$ cat src/rtl/uart_pkg.sv
// Shared types and constants for the UART receive frame controller.
//   rx_state_e : receive FSM states
//   rx_cfg_t   : per-frame configuration snapshot taken on IDLE->START
//   eff_nbits  : maps the data-bit CSR field onto a legal bit count
// The divisor field of rx_cfg_t is UART_CD_W bits wide; a top-level CD_W
// larger than that needs UART_CD_W raised to match.
package uart_pkg;

  localparam int UART_MIN_CD    = 2;
  localparam int UART_MAX_DBITS = 8;
  localparam int UART_CD_W      = 13;

  typedef enum logic [2:0] {
    IDLE,
    START,
    DATA,
    PARITY,
    STOP1,
    STOP2
  } rx_state_e;

  typedef struct packed {
    logic [UART_CD_W-1:0] cd;      // effective (clamped) divisor
    logic [3:0]           nbits;   // effective data bits, 5..8
    logic                 par_en;
    logic                 par_odd;
    logic                 stop2;
  } rx_cfg_t;

  // Out-of-range bit counts fall back to a full byte.
  function automatic logic [3:0] eff_nbits(input logic [3:0] n);
    if (n >= 4'd5 && n <= 4'(UART_MAX_DBITS)) begin
      return n;
    end
    return 4'(UART_MAX_DBITS);
  endfunction

endpackage

$ cat src/rtl/uart_bit_timer.sv
// Loadable down-counter that paces bit sampling.
//   clk_i, rst_ni : clock, asynchronous active-low reset
//   load_i        : load load_val_i (takes priority over counting)
//   load_val_i    : reload value
//   en_i          : count down while non-zero
//   tick_o        : high whenever the count is zero
module uart_bit_timer #(
  parameter int CD_W = 13
) (
  input  logic            clk_i,
  input  logic            rst_ni,
  input  logic            load_i,
  input  logic [CD_W-1:0] load_val_i,
  input  logic            en_i,
  output logic            tick_o
);

  logic [CD_W-1:0] cnt_q;

  always_ff @(posedge clk_i or negedge rst_ni) begin
    if (!rst_ni) begin
      cnt_q <= '0;
    end else if (load_i) begin
      cnt_q <= load_val_i;
    end else if (en_i && (cnt_q != '0)) begin
      cnt_q <= cnt_q - CD_W'(1);
    end
  end

  // The count parks at zero, so tick stays high until the next load.
  assign tick_o = (cnt_q == '0);

endmodule

$ cat src/rtl/uart_rx_frame_ctrl.sv
// UART receive frame controller: synchronizes UART_RXD, validates the start
// bit, samples data bits mid-bit LSB-first, checks parity and stop bits and
// presents the word over a valid/ready handshake with per-frame error flags.
// Optional build macro: UART_RX_MAJORITY_VOTE_EN (2-of-3 vote per sample
// point, state moves one cycle later, divisor clamped to at least 4).
// Ports:
//   clk_i, rst_ni          : clock, asynchronous active-low reset
//   UART_RXD               : serial line, idle high
//   RXen                   : receiver enable; dropping it aborts a frame
//   cd                     : clock cycles per bit
//   number_data_receive    : data bits per frame (5..8, else 8)
//   parity_bit_mode        : parity bit present
//   parity_odd             : 1 = odd parity, 0 = even parity
//   stop_bit_twice         : two stop bits
//   rx_data                : received word, LSB-aligned
//   rx_valid / rx_ready    : output handshake
//   parity_err, frame_err  : flags for the held word
//   overrun_err            : one-cycle pulse when an unread word is replaced
//   busy                   : FSM not in IDLE
module uart_rx_frame_ctrl
  import uart_pkg::*;
#(
  parameter int SYNC_STAGES = 2,
  parameter int CD_W        = 13
) (
  input  logic            clk_i,
  input  logic            rst_ni,
  input  logic            UART_RXD,
  input  logic            RXen,
  input  logic [CD_W-1:0] cd,
  input  logic [3:0]      number_data_receive,
  input  logic            parity_bit_mode,
  input  logic            parity_odd,
  input  logic            stop_bit_twice,
  output logic [7:0]      rx_data,
  output logic            rx_valid,
  input  logic            rx_ready,
  output logic            parity_err,
  output logic            frame_err,
  output logic            overrun_err,
  output logic            busy
);

`ifdef UART_RX_MAJORITY_VOTE_EN
  localparam logic [CD_W-1:0] CD_MIN = CD_W'(4);
`else
  localparam logic [CD_W-1:0] CD_MIN = CD_W'(UART_MIN_CD);
`endif

  // Line synchronizer; resets to the idle level so reset never looks like a start edge.
  logic [SYNC_STAGES-1:0] sync_q;
  logic                   prev_q;
  logic                   line_s;

  assign line_s = sync_q[SYNC_STAGES-1];

  always_ff @(posedge clk_i or negedge rst_ni) begin
    if (!rst_ni) begin
      sync_q <= '1;
      prev_q <= 1'b1;
    end else begin
      sync_q <= {sync_q[SYNC_STAGES-2:0], UART_RXD};
      prev_q <= line_s;
    end
  end

  rx_state_e       state_q;
  rx_cfg_t         cfg_q;
  logic [7:0]      data_q;
  logic [2:0]      bit_cnt_q;
  logic            par_acc_q;
  logic            perr_c_q;
  logic            ferr_c_q;
  logic [7:0]      rx_data_q;
  logic            rx_valid_q;
  logic            perr_q;
  logic            ferr_q;
  logic            overrun_q;

  logic            tick;
  logic            start_go;
  logic            sample_now;
  logic            sample_bit;
  logic            done;
  logic [CD_W-1:0] cd_e_d;
  logic [CD_W-1:0] reload_d;
  logic [CD_W-1:0] timer_val_d;
  logic            timer_load_d;
  rx_cfg_t         cfg_d;

`ifdef UART_RX_MAJORITY_VOTE_EN
  // h1_q/h2_q hold the line at the count==0 and count==1 cycles when the
  // post-expiry cycle (vote_q) takes the majority.
  logic h1_q;
  logic h2_q;
  logic vote_q;
  logic vote_d;

  assign vote_d = tick && (state_q != IDLE) && !vote_q && RXen;

  always_ff @(posedge clk_i or negedge rst_ni) begin
    if (!rst_ni) begin
      h1_q   <= 1'b1;
      h2_q   <= 1'b1;
      vote_q <= 1'b0;
    end else begin
      h1_q   <= line_s;
      h2_q   <= h1_q;
      vote_q <= vote_d;
    end
  end
`endif

  always_comb begin
    cd_e_d   = (cd < CD_MIN) ? CD_MIN : cd;
    start_go = (state_q == IDLE) && RXen && prev_q && !line_s;

    cfg_d.cd      = UART_CD_W'(cd_e_d);
    cfg_d.nbits   = eff_nbits(number_data_receive);
    cfg_d.par_en  = parity_bit_mode;
    cfg_d.par_odd = parity_odd;
    cfg_d.stop2   = stop_bit_twice;

`ifdef UART_RX_MAJORITY_VOTE_EN
    sample_now = vote_q && (state_q != IDLE);
    sample_bit = (h2_q & h1_q) | (h2_q & line_s) | (h1_q & line_s);
    // Reloading one cycle late, so one less keeps the bit period at cd_e.
    reload_d   = CD_W'(cfg_q.cd) - CD_W'(2);
`else
    sample_now = tick && (state_q != IDLE);
    sample_bit = line_s;
    reload_d   = CD_W'(cfg_q.cd) - CD_W'(1);
`endif

    timer_load_d = start_go || sample_now;
    timer_val_d  = start_go ? ((cd_e_d >> 1) - CD_W'(1)) : reload_d;

    done = sample_now && RXen &&
           (((state_q == STOP1) && !cfg_q.stop2) || (state_q == STOP2));
  end

  uart_bit_timer #(
    .CD_W (CD_W)
  ) u_bit_timer (
    .clk_i      (clk_i),
    .rst_ni     (rst_ni),
    .load_i     (timer_load_d),
    .load_val_i (timer_val_d),
    .en_i       (state_q != IDLE),
    .tick_o     (tick)
  );

  always_ff @(posedge clk_i or negedge rst_ni) begin
    if (!rst_ni) begin
      state_q    <= IDLE;
      cfg_q      <= '0;
      data_q     <= '0;
      bit_cnt_q  <= '0;
      par_acc_q  <= 1'b0;
      perr_c_q   <= 1'b0;
      ferr_c_q   <= 1'b0;
      rx_data_q  <= '0;
      rx_valid_q <= 1'b0;
      perr_q     <= 1'b0;
      ferr_q     <= 1'b0;
      overrun_q  <= 1'b0;
    end else begin
      overrun_q <= 1'b0;
      if (rx_valid_q && rx_ready) begin
        rx_valid_q <= 1'b0;
      end

      if ((state_q != IDLE) && !RXen) begin
        state_q <= IDLE;
      end else begin
        case (state_q)
          IDLE: begin
            if (start_go) begin
              state_q   <= START;
              cfg_q     <= cfg_d;
              data_q    <= '0;
              bit_cnt_q <= '0;
              par_acc_q <= 1'b0;
              perr_c_q  <= 1'b0;
              ferr_c_q  <= 1'b0;
            end
          end
          START: begin
            // A high line at mid-start is a glitch: drop back and wait for a new edge.
            if (sample_now) begin
              state_q <= sample_bit ? IDLE : DATA;
            end
          end
          DATA: begin
            if (sample_now) begin
              data_q[bit_cnt_q] <= sample_bit;
              par_acc_q         <= par_acc_q ^ sample_bit;
              bit_cnt_q         <= bit_cnt_q + 3'd1;
              if ({1'b0, bit_cnt_q} == (cfg_q.nbits - 4'd1)) begin
                state_q <= cfg_q.par_en ? PARITY : STOP1;
              end
            end
          end
          PARITY: begin
            if (sample_now) begin
              perr_c_q <= ((par_acc_q ^ sample_bit) != cfg_q.par_odd);
              state_q  <= STOP1;
            end
          end
          STOP1: begin
            if (sample_now && cfg_q.stop2) begin
              ferr_c_q <= ferr_c_q | ~sample_bit;
              state_q  <= STOP2;
            end
          end
          STOP2: ;
          default: state_q <= IDLE;
        endcase
      end

      // Completion overrides the acceptance clear above, so a word landing
      // in the acceptance cycle keeps rx_valid high without an overrun.
      if (done) begin
        state_q    <= IDLE;
        rx_data_q  <= data_q;
        perr_q     <= perr_c_q;
        ferr_q     <= ferr_c_q | ~sample_bit;
        rx_valid_q <= 1'b1;
        overrun_q  <= rx_valid_q && !rx_ready;
      end
    end
  end

  assign rx_data     = rx_data_q;
  assign rx_valid    = rx_valid_q;
  assign parity_err  = perr_q;
  assign frame_err   = ferr_q;
  assign overrun_err = overrun_q;
  assign busy        = (state_q != IDLE);

endmodule

$ cat config.mk
export PLATFORM = sky130hd
export DESIGN_NAME = uart_rx_frame_ctrl
export DESIGN_NICKNAME = d
export VERILOG_FILES = /design/src/rtl/uart_pkg.sv /design/src/rtl/uart_bit_timer.sv /design/src/rtl/uart_rx_frame_ctrl.sv
export SDC_FILE = /design/constraint.sdc
export NUM_CORES = 1
export LEC_CHECK = 0
export BUFFER_PORTS_ARGS = -buffer_cell sky130_fd_sc_hd__buf_2
export CAP_MARGIN = 5
export CORE_MARGIN = 3
export CORE_UTILIZATION = 50
export CTS_BUF_LIST = sky130_fd_sc_hd__clkbuf_4 sky130_fd_sc_hd__clkbuf_8
export DETAILED_ROUTE_END_ITERATION = 7
export PLACE_DENSITY = 0.69
export SLEW_MARGIN = 20
export SYNTH_ARGS = -nofsm -noshare
export SYNTH_HDL_FRONTEND = slang
export SYNTH_SLANG_ARGS = --single-unit
$ cat constraint.sdc
create_clock -name clk_i -period 2.9 [get_ports clk_i]
set_input_delay 0.29 -clock clk_i [delete_from_list [all_inputs] [get_ports clk_i]]
set_output_delay 0.29 -clock clk_i [all_outputs]
set_load 0.01 [all_outputs]
; ---- Yosys cells after proc, flatten, opt, wreduce, memory -nomap -nowiden
; Index checks and enable logic that the tools add are counted.
; Widths: inputs -> output; s select.
[totals]
regBits = 65
latch_bits = 0
ram_bits = 0
romBits = 0
input_bits = 25
output_inout_bits = 13
elab_cells = 122
memories = 0
[classes]
add_sub_neg = 5
mul = 0
div_mod_pow = 0
n_lt_le_gt_ge = 5
eq_ne = 18
shifts = 0
mux = 37
n_bitwise = 4
n_reduce_logical = 34
[ops]
columns = cell, count
row1 = $mux 13, 4
row2 = $mux 3, 11
row3 = $sub 13x1->13 const B, 2
row4 = $pmux 3 s6, 1
row5 = $mux 8, 2
row6 = $ne 4x4->1 const B, 4
row7 = $pmux 8 s2, 1
row8 = $logic_and 1x1->1, 14
row9 = $logic_not 13->1, 1
row10 = $lt 13x2->1 const B, 1
row11 = $reduce_bool 13->1, 1
row12 = $sub 12x1->13 const B, 1
row13 = $reduce_and 4->1, 3
row14 = $reduce_bool 2->1, 5
row15 = $mux 1, 9
row16 = $bwmux 8, 1
row17 = $mux 4, 2
row18 = $reduce_and 7->1, 1
row19 = $eq 3x2->1 const B, 2
row20 = $eq 3x3->1 const B, 2
row21 = $ne 2x2->1 const B, 3
row22 = $pmux 1 s2, 3
row23 = $pmux 3 s2, 1
row24 = $eq 3x4->1, 1
row25 = 22 further kinds, 27

; ---- Depth between registers and ports, before layout
; Gate-level depths: netlist (run 1).
[logic_depth]
depth_word = 8
mapped_depth = 12
depth_no_buf = 10

; ---- By module
; Synthesis (run 1) repeated with hierarchy kept, for this count alone.
[unflattened]
cells_unflattened = 407
hier_area_um2 = 3734.8
[by_module_without_submodules]
columns = mod, instances, cells_per_inst, area_per_inst_um2, seq_area_each_um2
row1 = uart_rx_frame_ctrl, 1, 304, 2836.5, 1305.0
row2 = uart_bit_timer, 1, 103, 898.4, 325.3

; ---- Worst setup path before layout (run 1)
; No wires, ideal clock.
[synth_timing]
kind = register -> register
start = reg sync_q[1]
end = reg u_bit_timer.cnt_q[4]
setup_ns = 0.094
t_arrival_ns = 2.706
required_ns = 2.806
path_slack_ns = 0.100
stages_incl_launch_ff = 11
path_buffers = 2
synth_period_minus_slack_ns = 2.800
path_cell_list = dfstp_2 > buf_2 > and2b_2 > and3_4 > buf_2 > o31ai_4 > ha_1 > o21ai_1 > or2_1 > mux2_1 > a211oi_1
[synth_between]
elab_chain_len = 4
word_cells_on_any_way = 6
cone_classes = 2 x mux / 4 x reduce/logical
[synth_rtl]
columns = item, line_no
row1 = from (decl), uart_rx_frame_ctrl.sv:51  ; logic [SYNC_STAGES-1:0] sync_q;
row2 = from (signal assigned), uart_rx_frame_ctrl.sv:62  ; sync_q <= {sync_q[SYNC_STAGES-2:0], UART_RXD};
row3 = $logic_not 1->1 (*), uart_rx_frame_ctrl.sv:116  ; start_go = (state_q == IDLE) && RXen && prev_q && !line_s;
row4 = $logic_and 1x1->1 (*), uart_rx_frame_ctrl.sv:116
row5 = $mux 13 / $logic_or 1x1->1 (equally long branches), "uart_rx_frame_ctrl.sv:136, uart_rx_frame_ctrl.sv:135"
row6 = $mux 13 / $reduce_bool 2->1 (equally long branches), n/a
row7 = to (signal assigned), uart_bit_timer.sv:24  ; cnt_q <= load_val_i;
row8 = to (signal assigned), uart_bit_timer.sv:26  ; cnt_q <= cnt_q - CD_W'(1);
row9 = to (decl), uart_bit_timer.sv:18  ; logic [CD_W-1:0] cnt_q;
; Mark *: on every way between the ends. The rest lies on a longest branch, timed or not.
; A chain may end at the register's enable or synchronous reset.

; ---- Worst setup path in the final report (run 1)
[layout_timing]
start = reg u_bit_timer.cnt_q[9]
end = reg u_bit_timer.cnt_q[12]
[layout_between]
elab_chain_len = 4
word_cells_on_any_way = 9
cone_classes = 1 x add/sub / 2 x mux / 6 x reduce/logical
[layout_rtl]
columns = item
row1 = "parallel branches: the longest is 4 deep, another holds $sub 13x1->13"
; Several ways; the timed one is not identified. The select of a mux whose other input is x is not followed.

==> impl_results.md, run 1 <==
* Setup crit end: u_bit_timer.cnt_q[12]
* Cell repeated most along the worst path: nor4_2
* Power Density at 809 nW/um^2
* Slew HR at 45.5%
* CP Launch Point: u_bit_timer.cnt_q[9]
* Commonest cells after routing, fill and taps aside: 94 x nand2_1, 61 x dfrtp_1, 37 x buf_2, 26 x o21ai_0, 24 x nor2_1
* DP HPWL at 5890 um
* Initial core utilization at 51.9%
* Tot GR Track Use at 21.8%
* Synthesized net count at 420
* Largest net degree at the start of global routing at 66
* Cell count after placement at 516
* H-tree level count at 3
* Row cnt at 30
* Crit Path Class: reg -> reg
* Clock latency on the worst-skew pair at 350 ps
* Initial antenna violation count at 0
* CTS buffer count at 9
* Post-Syn Instances at 392
* Remaining DRCs at 0
* Crit-path max cell delay at 450 ps
* Most used flip-flop cell after synthesis: dfrtp_1
* FF-to-FF setup slack at 130 ps
* CTS clock-pin slew for the worst setup and hold paths at 80 ps
* Area growth from synthesis to layout at 13.5%
* Post-CTS Setup Bufs at 0
* Die height at 90.2 um
* Crit Path Max Fanout at 13
* Post-synth ARST share at 100%
* Syn avg cell area at 9.04 sq um
* Worst slew pin tran at 818 ps
* Cell-by-cell trace of the critical path: nor4_2, and4_4, a311oi_2, or2_2, ha_1, o21ai_1, buf_4, nor4_2, or3_1, a21oi_1
* GRT Residual Overflow at 0
* Final clock period utilization by the worst path at 95.5%
* Worst hold path class: in -> reg
* Starting DRC count in detailed routing at 229
* Critical path arrival at 3040 ps
* Synth Warn # at 0
* DRT Pass-1 Iters at 4
* DRT antenna net count at 0
* Final net count at 459
* Hold path cells at 1
* Max clock buf depth at 2
* Maximum VDD drop at 0.402 mV
* Vias/cell at 5.73
* Slowest CP cell: dfrtp_1
* Reg2Reg Depth at 10
* Die width at 90.2 um
* Leak at 1.85 nW
* Max_cap viols at 0
* Count of cell types in the netlist at 65
* Hold buffers post-CTS at 0
* N_diodes at 0
* Commonest non-fill, non-tap cell in the layout: nand2_1
* Sw Pwr at 0.00130 W
* IO Count at 38
* Final Setup Violations at 0
* HP Start: UART_RXD
* Int Power at 0.00196 W
* Post-synthesis sequential area ratio at 46.0%
* GPL Wtd Cong at 0.880
* CP Launch Type: flip-flop
* Clk sinks at 65
* Outcome: completed
* Slew Limit Fails at 0
* Combinational share of power at 35.4%
* First-pass GRT wire length at 14400 um
* Reg-to-Reg Start: u_bit_timer.cnt_q[9]
* Hold Violations, Final at 0
* Post-cts sizing count at 0
* Fill cells at 624
* CTS tree: yes
* Clock Power Share at 21.8%
* DP Area at 3810 sq um
* Vias in the first global route at 2904
* Final Skew at 9.88 ps
* Mapped Area at 3540 sq um
* Fin area at 4020 sq um
* Flop and latch count out of synthesis at 65
* CTS Root Cell: clkbuf_8
* Avg WL per Cell at 15.8 um
* Non-Filler Instances at 532
* Routed vias at 3049
* Post-Route WL at 8380 um
* Crit end category: flip-flop
* Core ar. at 6830 sq um
* Switch share at 39.9%
* Share of cells above drive strength 1 at 21.1%
* Buffers on Ports at 37
* F_max at 361 MHz
* Min Clock Period, post-route at 2770 ps
* WP data required at 3170 ps
* Post-synth EDFFs at 0
* Worst R2R End: u_bit_timer.cnt_q[12]
* Die Area at 8130 sq um
* Part of the power in registers at 42.9%
-- layer usage --
metal / GRT usage [%] / vias to the layer above / part of all wire [%]
li1: - / 1492 / -
met1: 32.4 / 1433 / 47
met2: 30.9 / 106 / 43
met3: 6.03 / 18 / 7.9
met4: 6.51 / 0 / 1.8
met5: 0 / - / 0
-- sequential cells by signal, indices dropped and copies added (netlist names) --
name / count
perr_c_q: 1
ferr_c_q: 1
u_bit_timer.cnt_q: 13
rx_data: 8
parity_err: 1
sync_q: 2
cfg_q: 20
bit_cnt_q: 3
rx_valid: 1
state_q: 3
frame_err: 1
overrun_err: 1
par_acc_q: 1
prev_q: 1
data_q: 8
-- critical path, delay by kind of cell, from the launching register on --
| kind | cells | cell delay [ps] |
|---|---|---|
| adders and majority gates | 1 | 210 |
| and+or+nand+nor | 5 | 1460 |
| AOI/OAI and AO/OA | 3 | 400 |
| buffers and inverters | 1 | 180 |
| DFF | 1 | 450 |
-- area by class of cell --
cell class	instances	area, sq um	area share, %
clock buffers	10	138	3.42
clock inverters	6	43.8	1.09
inverters	8	30.0	0.747
multi-input cells	297	1760	43.8
flip-flops and latches	65	1630	40.6
well taps	96	120	2.99
repair buffers	50	295	7.34
-- synth_stat cells, types with 4 or more instances --
master / instances / area share [%]
or3_1: 5 / 0.88
nor2_1: 24 / 2.5
nor3_1: 11 / 1.6
dfrtp_1: 62 / 44
o21a_1: 4 / 0.85
nor4_1: 6 / 1.1
xor2_1: 6 / 1.5
xnor2_1: 5 / 1.2
a211oi_1: 4 / 0.85
o21ai_0: 26 / 3.7
a21oi_1: 11 / 1.6
o211ai_1: 7 / 1.5
and2_1: 4 / 0.71
a31oi_1: 9 / 1.6
inv_1: 7 / 0.74
mux2i_1: 6 / 1.7
nand2_1: 94 / 10
clkbuf_1: 12 / 1.3
nand3_1: 12 / 1.7
or4_1: 4 / 0.85
and3_1: 4 / 0.71
-- cells by family (layout without fill, tap and decap cells) --
kind of cell             count (synthesis)  after routing  synth area share, %
multiplexers                             7              7                 2.01
AO/OA/AOI/OAI                           86             86                 17.1
flip-flops                              65             65                 46.0
adder cells (fa/ha/maj)                  3              3                 1.06
XOR/XNOR                                11             11                 2.72
AND/OR/NAND/NOR                        190            190                 26.2
buffers and inverters                   30             74                 4.91
-- power groups by stage --
stage,logic [W],registers (W),clock network [W]
6_report,0.00115,0.00140,0.000708
5_1_grt,0.00131,0.00143,0.000771
4_1_cts,0.00114,0.00138,0.000725
3_5_place_dp,0.00114,0.00139,0
3_3_place_gp,0.00112,0.00138,0
2_1_floorplan,0.000902,0.00130,0
-- worst min path at each step --
stage,endpoint
after floorplan,bit_cnt_q[0]
after global placement,sync_q[1]
after detailed placement,sync_q[1]
after CTS,sync_q[0]
after global routing,sync_q[0]
final,sync_q[0]
-- through the flow --
step	hold slack [ps]	total power (W)	util (%)	setup slack (ps)	TNS [ps]
2_1_floorplan	-5.59	0.00221	-	100	0
3_3_place_gp	347	0.00250	55.8	254	0
3_5_place_dp	349	0.00253	55.8	120	0
4_1_cts	23.2	0.00324	58.5	104	0
5_1_grt	22.3	0.00351	58.9	-32.7	-42.7
6_report	35.7	0.00325	58.9	130	0
Power figures use the tool's default switching activity.
==> run 2, diff against run 1 <==
--- a/config.mk
+++ b/config.mk
@@ -12,6 +12,7 @@
 export CTS_BUF_LIST = sky130_fd_sc_hd__clkbuf_4 sky130_fd_sc_hd__clkbuf_8
 export DETAILED_ROUTE_END_ITERATION = 7
 export PLACE_DENSITY = 0.69
+export RECOVER_POWER = 100
 export SLEW_MARGIN = 20
 export SYNTH_ARGS = -nofsm -noshare
 export SYNTH_HDL_FRONTEND = slang
==> impl_results.md, run 2 (synthesized netlist as in run 1, its figures left out) <==
* Outcome: finished, violations left
* Failing checks: capacitance limit, slew limit
* Routed vias at 3033 (-0.52%)
* DRT antenna net count at 0 (unchanged)
* GRT Residual Overflow at 0 (unchanged)
* Initial antenna violation count at 0 (unchanged)
* Clock latency on the worst-skew pair at 350 ps (about the same)
* Tot Pwr at 0.00325 W (about the same)
* GPL Wtd Cong at 0.880 (unchanged)
* Share of cells above drive strength 1 at 18.1% (-3.0 points)
* CTS clock-pin slew for the worst setup and hold paths at 70 ps (about the same)
* Most flops, register: cfg_q
* First-pass GRT wire length at 14400 um (unchanged)
* Clk sinks at 65 (unchanged)
* Post-Route WL at 8430 um (+0.52%)
* Cell repeated most along the worst path: nor4_2
* CTS tree: yes
* Slew HR at -5.29% (-51 points)
* Buffers on Ports at 37 (unchanged)
* Largest regs: cfg_q: 20 flops, u_bit_timer.cnt_q: 13 flops
* Sw Pwr at 0.00130 W (+0.10%)
* Final Setup Violations at 0 (unchanged)
* Final net count at 459 (unchanged)
* Leak at 1.79 nW (-3.2%)
* Row cnt at 30 (unchanged)
* CTS buffer count at 9 (unchanged)
* Switch share at 39.9% (about the same)
* Hold Violations, Final at 0 (unchanged)
* Vias in the first global route at 2904 (unchanged)
* Min Clock Period, post-route at 2770 ps (-1.76 ps)
* Slowest CP cell: dfrtp_1
* Fill cells at 625 (+0.16%)
* Starting DRC count in detailed routing at 206 (-10%)
* CTS Root Cell: clkbuf_8
* Tot GR Track Use at 21.8% (unchanged)
* Avg WL per Cell at 15.8 um (+0.52%)
* Maximum VDD drop at 0.401 mV (-0.30%)
* Slew Limit Fails at 66 (+66)
* Die width at 90.2 um (unchanged)
* Final Skew at 10.4 ps (+0.483 ps)
* DP HPWL at 5890 um (unchanged)
* Die height at 90.2 um (unchanged)
* DP Worst Slack at 120 ps (unchanged)
* WP data required at 3170 ps (about the same)
* Max reg flops at 20 (unchanged)
* CP top delay family: simple AND/OR/NAND/NOR gates
* Post-cts sizing count at 0 (unchanged)
* Clock Power Share at 21.7% (about the same)
* Register area at 1630 sq um (unchanged)
* Critical path arrival at 3040 ps (about the same)
* Crit end category: flip-flop
* N_diodes at 0 (unchanged)
* Max clock buf depth at 2 (unchanged)
* Hold buffers post-CTS at 0 (unchanged)
* Remaining DRCs at 0 (unchanged)
* Part of the power in registers at 42.9% (about the same)
* Post-CTS Setup Bufs at 0 (unchanged)
* Setup slack after layout at 132 ps (+1.76 ps)
* IO Count at 38 (unchanged)
* Area of the multi-input gates at 1760 sq um (unchanged)
* Worst Path Buf+Inv at 1 (unchanged)
* Die Area at 8130 sq um (unchanged)
* DRT Pass-1 Iters at 4 (unchanged)
* Commonest cells after routing, fill and taps aside: 94 x nand2_1, 61 x dfrtp_1, 26 x o21ai_0, 25 x buf_2, 24 x nor2_1
* Int Power at 0.00196 W (about the same)
* Vias/cell at 5.70 (-0.52%)
* Core ar. at 6830 sq um (unchanged)
* Area growth from synthesis to layout at 12.9%
* Crit Path Max Fanout at 13 (unchanged)
* Initial core utilization at 51.9% (unchanged)
* Max_cap viols at 1 (+1)
* F_max at 361 MHz (about the same)
* Commonest non-fill, non-tap cell in the layout: nand2_1
* Combinational share of power at 35.4% (about the same)
* Crit-path max cell delay at 450 ps (about the same)
* Power Density at 814 nW/um^2 (+0.54%)
* CP Launch Type: flip-flop
* H-tree level count at 3 (unchanged)
* Final clock period utilization by the worst path at 95.4% (about the same)
* Crit Path Class: reg -> reg
* Worst slew pin tran at 1580 ps (+762 ps)
* Largest net degree at the start of global routing at 66 (unchanged)
* Cell-by-cell trace of the critical path: nor4_2, and4_4, a311oi_2, or2_2, ha_1, o21ai_1, buf_4, nor4_2, or3_1, a21oi_1
* Worst hold path class: in -> reg
==> run 2: cell count changes in the layout (fill, tap and decap cells not counted), sizes merged <==
cell | before | now
buf | 50 | 36
clkbuf | 10 | 24
==> run 2: through the flow <==
step	area [sq um]	hold WS (ps)	cells	utilization, %	setup TNS (ps)
floorplan	3540	-5.59	392	-	0
global placement	3810	347	516	55.8	0
detailed placement	3810	349	516	55.8	0
CTS	4000	23.2	532	58.5	0
global route	4000	22.3	532	58.6	-42.7
finish	4000	36.0	532	58.6	0
==> run 2: cell type report <==
cell class                 count  share of cell area (%)
multi-input combinational    297                    44.1
sequential                    65                    40.8
timing repair buffer          50                    6.85
clock buffer                  10                    3.44
tap                           96                    3.00
clock inverter                 6                    1.09
inverter                       8                   0.751
==> run 2: power groups by stage <==
stage / registers (W) / logic, W / clock network, W
2_1_floorplan: 0.00130 / 0.000902 / 0
3_3_place_gp: 0.00138 / 0.00112 / 0
3_5_place_dp: 0.00139 / 0.00114 / 0
4_1_cts: 0.00138 / 0.00114 / 0.000725
5_1_grt: 0.00143 / 0.00131 / 0.000771
6_report: 0.00140 / 0.00115 / 0.000707
==> run 2: worst paths after layout <==
check	from	to	slack, ps	depth (start not counted)
max in group asynchronous	rst_ni	state_q[2]	1450	2
hold reg to reg	sync_q[0]	sync_q[1]	360	0
hold / removal	UART_RXD	sync_q[0]	40	1
setup / recovery	u_bit_timer.cnt_q[9]	u_bit_timer.cnt_q[12]	130	10
min in group asynchronous	rst_ni	cfg_q[16]	420	2
setup reg to reg	u_bit_timer.cnt_q[9]	u_bit_timer.cnt_q[12]	130	10
==> run 2: per-layer routing <==
metal / wire length (um) / share of wire [%] / GRT usage (%) / vias up
met5: 0 / 0 / 0 / -
met4: 127 / 1.5 / 6.51 / 0
met3: 624 / 7.4 / 6.03 / 14
met2: 3690 / 44 / 30.9 / 93
met1: 3980 / 47 / 32.4 / 1432
li1: - / - / - / 1494
